File: config.mk
export PLATFORM = sky130hd
export DESIGN_NAME = stream_transpose
export DESIGN_NICKNAME = d
export VERILOG_FILES = /design/src/rtl/stream_transpose_pkg.sv /design/src/rtl/stream_transpose.sv
export SDC_FILE = /design/constraint.sdc
export NUM_CORES = 1
export LEC_CHECK = 0
export ABC_CLOCK_PERIOD_IN_PS = 43900
export BUFFER_PORTS_ARGS = -buffer_cell sky130_fd_sc_hd__buf_2
export CORE_MARGIN = 3
export CORE_UTILIZATION = 65
export DETAILED_ROUTE_END_ITERATION = 8
export GPL_ROUTABILITY_DRIVEN = 1
export PLACE_DENSITY = 0.85
export RECOVER_POWER = 25
export SLEW_MARGIN = 10
export SYNTH_ARGS = -nofsm -noshare
export SYNTH_HDL_FRONTEND = slang
export SYNTH_SLANG_ARGS = --single-unit
File: constraint.sdc
create_clock -name clk -period 43.9 [get_ports clk]
set_input_delay 2.195 -clock clk [delete_from_list [all_inputs] [get_ports clk]]
set_output_delay 2.195 -clock clk [all_outputs]
set_load 0.1 [all_outputs]
File: src/rtl/stream_transpose_pkg.sv
`default_nettype none
// ---------------------------------------------------------------------------
// stream_transpose_pkg : state type and default geometry for matrix blocks
// Rev 1.0
// ---------------------------------------------------------------------------
package stream_transpose_pkg;

  typedef enum logic [0:0] {
    FILL  = 1'b0,
    DRAIN = 1'b1
  } xpose_state_e;

  localparam int DEFAULT_SIZE_A = 8;
  localparam int DEFAULT_SIZE_B = 8;
  localparam int DEFAULT_N_BITS = 22;

  // Counter width for an index range of n entries, never narrower than 1 bit.
  function automatic int cnt_width(input int n);
    return (n > 1) ? $clog2(n) : 1;
  endfunction

endpackage
`default_nettype wire

File: src/rtl/stream_transpose.sv
`default_nettype none
// ---------------------------------------------------------------------------
// stream_transpose : accepts SIZE_A rows of SIZE_B elements, emits the
// transpose as SIZE_B rows of SIZE_A elements.                      Rev 1.0
// ---------------------------------------------------------------------------
module stream_transpose
  import stream_transpose_pkg::*;
#(
  parameter int SIZE_A = DEFAULT_SIZE_A,
  parameter int SIZE_B = DEFAULT_SIZE_B,
  parameter int N_BITS = DEFAULT_N_BITS
) (
  input  logic                           clk,
  input  logic                           rst_n,
  input  logic                           in_valid,
  output logic                           in_ready,
  input  logic [SIZE_B-1:0][N_BITS-1:0]  in_row,
  output logic                           out_valid,
  input  logic                           out_ready,
  output logic [SIZE_A-1:0][N_BITS-1:0]  out_row,
  output logic                           out_last,
  output logic                           busy
);

  localparam int ROW_W = cnt_width(SIZE_A);
  localparam int COL_W = cnt_width(SIZE_B);
  localparam logic [ROW_W-1:0] ROW_LAST = ROW_W'(SIZE_A - 1);
  localparam logic [COL_W-1:0] COL_LAST = COL_W'(SIZE_B - 1);

  xpose_state_e      state, state_nxt;
  logic [ROW_W-1:0]  row_cnt, row_cnt_nxt;
  logic [COL_W-1:0]  col_cnt, col_cnt_nxt;
  logic [N_BITS-1:0] buffer [SIZE_A][SIZE_B];

  always_ff @(posedge clk) begin
    if (!rst_n) begin
      state   <= FILL;
      row_cnt <= '0;
      col_cnt <= '0;
    end else begin
      state   <= state_nxt;
      row_cnt <= row_cnt_nxt;
      col_cnt <= col_cnt_nxt;
    end
  end

  // Handshake outputs come from state only, never from the partner's strobe.
  always_comb begin
    state_nxt   = state;
    row_cnt_nxt = row_cnt;
    col_cnt_nxt = col_cnt;
    in_ready    = 1'b0;
    out_valid   = 1'b0;
    out_last    = 1'b0;
    case (state)
      FILL: begin
        in_ready = 1'b1;
        if (in_valid) begin
          if (row_cnt == ROW_LAST) begin
            row_cnt_nxt = '0;
            state_nxt   = DRAIN;
          end else begin
            row_cnt_nxt = row_cnt + ROW_W'(1);
          end
        end
      end
      DRAIN: begin
        out_valid = 1'b1;
        out_last  = (col_cnt == COL_LAST);
        if (out_ready) begin
          if (col_cnt == COL_LAST) begin
            col_cnt_nxt = '0;
            state_nxt   = FILL;
          end else begin
            col_cnt_nxt = col_cnt + COL_W'(1);
          end
        end
      end
      default: state_nxt = FILL;
    endcase
  end

  // Storage is intentionally left out of reset; stale contents are never shown.
  always_ff @(posedge clk) begin
    if (in_valid && in_ready) begin
      for (int j = 0; j < SIZE_B; j++) begin
        buffer[row_cnt][j] <= in_row[j];
      end
    end
  end

  always_comb begin
    for (int i = 0; i < SIZE_A; i++) begin
      out_row[i] = buffer[i][col_cnt];
    end
  end

  assign busy = (state != FILL) || (row_cnt != '0);

endmodule
`default_nettype wire
==> impl.org <==
** Routing
- The detailed router finished its first iteration with between 2,000 and 3,000 violations.
- Detailed-route DRC error count :: 0
- Post-route antenna net violation count :: 0
- After detailed routing, the number of vias per cell comes to ~6.7.
- Routed length per placed instance :: approximately 32 µm
- The first detailed-routing pass ran for 5 iterations.
- Count of vias placed by the detailed router :: 24,600
- Summed over all layers, the routed wires come to about 120,000 µm.

** Synthesis
- The share of the Yosys chip area taken by registers is 0.799.
- Synthesis produced 2,088 cells.
- Number of nets in the synthesized netlist :: 2,274
- Ys async rst share :: 0
- Distinct cells, synth :: 22
- Cell area after synthesis :: 53,100 µm²
- Synthesis inferred 1,415 register bits.
- Top FF cell, synth :: sky130_fd_sc_hd__edfxtp_1
- Counting flops with a built-in enable in the synthesized netlist gives between 1,000 and 1,500.
- After synthesis, the mean cell area works out to 25.4 µm².
- Number of synthesis warnings :: 0

** Finish
- Fin nets :: 2,699
- Total area of sequential cells :: ~42,000 µm²
- Leaving out fill and tap cells, the most frequent cells in the layout are 1,408 x sky130_fd_sc_hd__edfxtp_1, 352 x sky130_fd_sc_hd__mux4_2, 227 x sky130_fd_sc_hd__buf_2, 176 x sky130_fd_sc_hd__mux2_2, 161 x sky130_fd_sc_hd__clkbuf_1.
- In the final layout, the multi-input gates occupy 10,200 µm².
- Core Util, Final :: 0.748
- Leaving out fill and tap cells, the most frequent cell in the layout is sky130_fd_sc_hd__edfxtp_1.
- Filler cell count :: ~4,100
- Area grow syn2layout :: 13.7%
- Of the cells placed in the final design, the portion with a size suffix greater than 1 is 0.373.
- After routing the design area is 60,300 µm².

** Setup path
- Of all nets on the critical path, the largest fanout is 50.
- Data arrives at the worst endpoint at 6.35 ns.
- Required time reported for the critical path endpoint :: about 42 ns
- The worst setup path is captured at an output port.
- The worst setup path is launched from a register.
- The setup path with the least slack is of type register to output port.

** Timing
- The smallest clock period supported by the final layout is computed as ~8.5 ns.
- Setup repair after global routing left no endpoint under its margin.
- Max-slew violation total from the final report :: 0
- For the pin with the worst max-slew slack, the measured transition is roughly 1.4 ns.
- Upper clock frequency limit :: 117 MHz
- Setup total negative slack on the finished layout was measured at 0 ns.
- Across the routed clock network, the largest skew measured is about 0.04 ns.
- Headroom to the max-slew limit came out at 0.0692.
- Setup violations remaining at the end of the flow were counted as 0.
- Portion of the clock cycle consumed by the worst path in the final layout :: 0.195
- Final hold vios :: 0

** Power and ir drop
- In this run the static leakage power is 18.7 nW.
- The worst-case IR drop observed on VDD is 0.0490 mV.
- Of the total power, registers draw 0.553.
- The design draws between 0.002 and 0.003 W.
- Psw :: 0.000589 W
- Switching Share :: 0.213
- Of the total power, the clock network draws 0.415.
- Combinational power share :: 0.031
- The internal portion of the total power is about 0.0022 W.
- Pwr/cell area :: 45.7 nW/µm²

** Global routing
- Overall global routing resource usage :: 0.287
- The first global-routing pass estimated 177,000 µm of wire.
- Entering global routing, the biggest net connects 177 pins.
- For this run the aggregate overflow at the end of global routing stands at 0.
- Initial antenna violation count :: 13
- Number of global-route vias before repair :: 25,600

** Hold path
- The min-delay analysis places its worst path in the category register to register.

** Placed design
- I/O Buffers :: 359
- Routability-driven placement finished with a final weighted congestion of between 0.7 and 0.8.
- Detailed placement ended at an HPWL of around 62,000 µm.
- The placed instances occupy a cell area of 56,100 µm².

** Clocking
- The number of setup buffers added after CTS is 0.
- Number of buffers between clock root and the deepest sink :: 3
- Clock transition at the registers of the reported paths :: ~0.060 ns
- Post-cts sizing count :: 0
- The tree is rooted in a sky130_fd_sc_hd__clkbuf_16.
- TritonCTS built the clock tree.
- For the worst-skew pair, the clock arrives at the later sink with an insertion delay of 0.73 ns.
- Number of buffers inserted during clock tree synthesis :: 136
- Hold buffer count at cts :: 0
- For this design, the sink count on the clock tree is 1,415.
- In this run the number of H-tree levels came out at 4.

** Status
- The flow ran to the end, and the final reports show no timing, DRC or antenna violations.

** Floorplan
- Initial cell density of the core :: 0.658
- Io pins :: 360
- The floorplan step set the die width to ~290 µm.
- The floorplan has 104 rows.
- Height of the die :: 292 µm
- The core region is 80,700 µm².
- The floorplan step defined a die boundary enclosing 85,100 µm².

** Job
- Across the run, the number of max-cap violations was 0.
[routing by layer]
layer	up-vias	GRT usage	part of all wire
met1	12900	0.385	0.35
met4	4	0.0891	0.029
met3	242	0.0528	0.087
met5	-	0	0.00026
li1	9870	-	-
met2	1507	0.493	0.53
[metrics by stage]
stage | std cells | hold slack, ns | setup slack, ns
floorplan | 2088 | 0.509 | 28.43
detailed placement | 3435 | 0.574 | 35.95
global route | 3687 | 0.599 | 34.63
finish | 3690 | 0.593 | 35.35
CTS | 3679 | 0.587 | 35.01
global placement | 3435 | 0.525 | 36.08
[layout make-up]
class                           count  area share
Antenna cell                       11    0.000456
Tap cell                         1060      0.0220
Clock buffer                      165      0.0582
Inverter                            4    0.000249
Timing Repair Buffer              387      0.0314
Multi-Input combinational cell    569       0.170
Clock inverter                     79      0.0149
Sequential cell                  1415       0.703
[path summary, 6_finish.rpt]
kind,start,to,slack [ns],cells after the start
max,col_cnt[0],out_row[175],35.35,7
min,row_cnt[1],row_cnt[1],0.59,2
max reg2reg,state,buffer[7][59],40.14,4
min reg2reg,row_cnt[1],row_cnt[1],0.59,2
[kinds of logic after synthesis]
logic type | count (synthesis) | synth area share
flops | 1415 | 0.799
mux | 532 | 0.187
buf+inv | 104 | 0.00931
simple gates | 27 | 0.00229
fa+ha+maj | 6 | 0.00141
compound gates | 4 | 0.000448
[registers in the layout, indices dropped and copies added (netlist names)]
register,cells
col_cnt,3
state,1
buffer,1408
row_cnt,3
[cells in the mapped netlist, types with 2 or more instances]
| cell type | instances | area [µm²] |
|---|---|---|
| sky130_fd_sc_hd__buf_2 | 35 | 175 |
| sky130_fd_sc_hd__dfxtp_1 | 7 | 140 |
| sky130_fd_sc_hd__inv_1 | 4 | 15.0 |
| sky130_fd_sc_hd__clkbuf_1 | 39 | 146 |
| sky130_fd_sc_hd__a21oi_1 | 3 | 15.0 |
| sky130_fd_sc_hd__edfxtp_1 | 1408 | 42300 |
| sky130_fd_sc_hd__nand2_1 | 7 | 26.3 |
| sky130_fd_sc_hd__buf_6 | 8 | 90.1 |
| sky130_fd_sc_hd__nor3_1 | 2 | 10.0 |
| sky130_fd_sc_hd__ha_1 | 6 | 75.1 |
| sky130_fd_sc_hd__buf_1 | 18 | 67.6 |
| sky130_fd_sc_hd__nor2_1 | 12 | 45.0 |
| sky130_fd_sc_hd__mux2_2 | 176 | 1980 |
| sky130_fd_sc_hd__mux4_2 | 352 | 7930 |
| sky130_fd_sc_hd__mux2i_1 | 4 | 40.0 |
[power by group through the flow]
| stage | Sequential (W) | Clock (W) | Combinational (W) |
|---|---|---|---|
| 2_1_floorplan | 0.00156 | 0 | 0.0000444 |
| 3_3_place_gp | 0.00155 | 0 | 0.0000835 |
| 3_5_place_dp | 0.00155 | 0 | 0.0000872 |
| 4_1_cts | 0.00153 | 0.00116 | 0.0000883 |
| 5_1_grt | 0.00153 | 0.00121 | 0.0000908 |
| 6_report | 0.00153 | 0.00115 | 0.0000863 |
[critical path, cell delays in order (launching register included)]
cell	delay, ns
sky130_fd_sc_hd__dfxtp_4	0.84
sky130_fd_sc_hd__buf_4	0.87
sky130_fd_sc_hd__buf_4	0.88
sky130_fd_sc_hd__buf_4	0.83
sky130_fd_sc_hd__buf_4	0.77
sky130_fd_sc_hd__mux4_2	0.66
sky130_fd_sc_hd__mux2_2	0.31
sky130_fd_sc_hd__buf_2	0.30
Power figures use the tool's default switching activity.
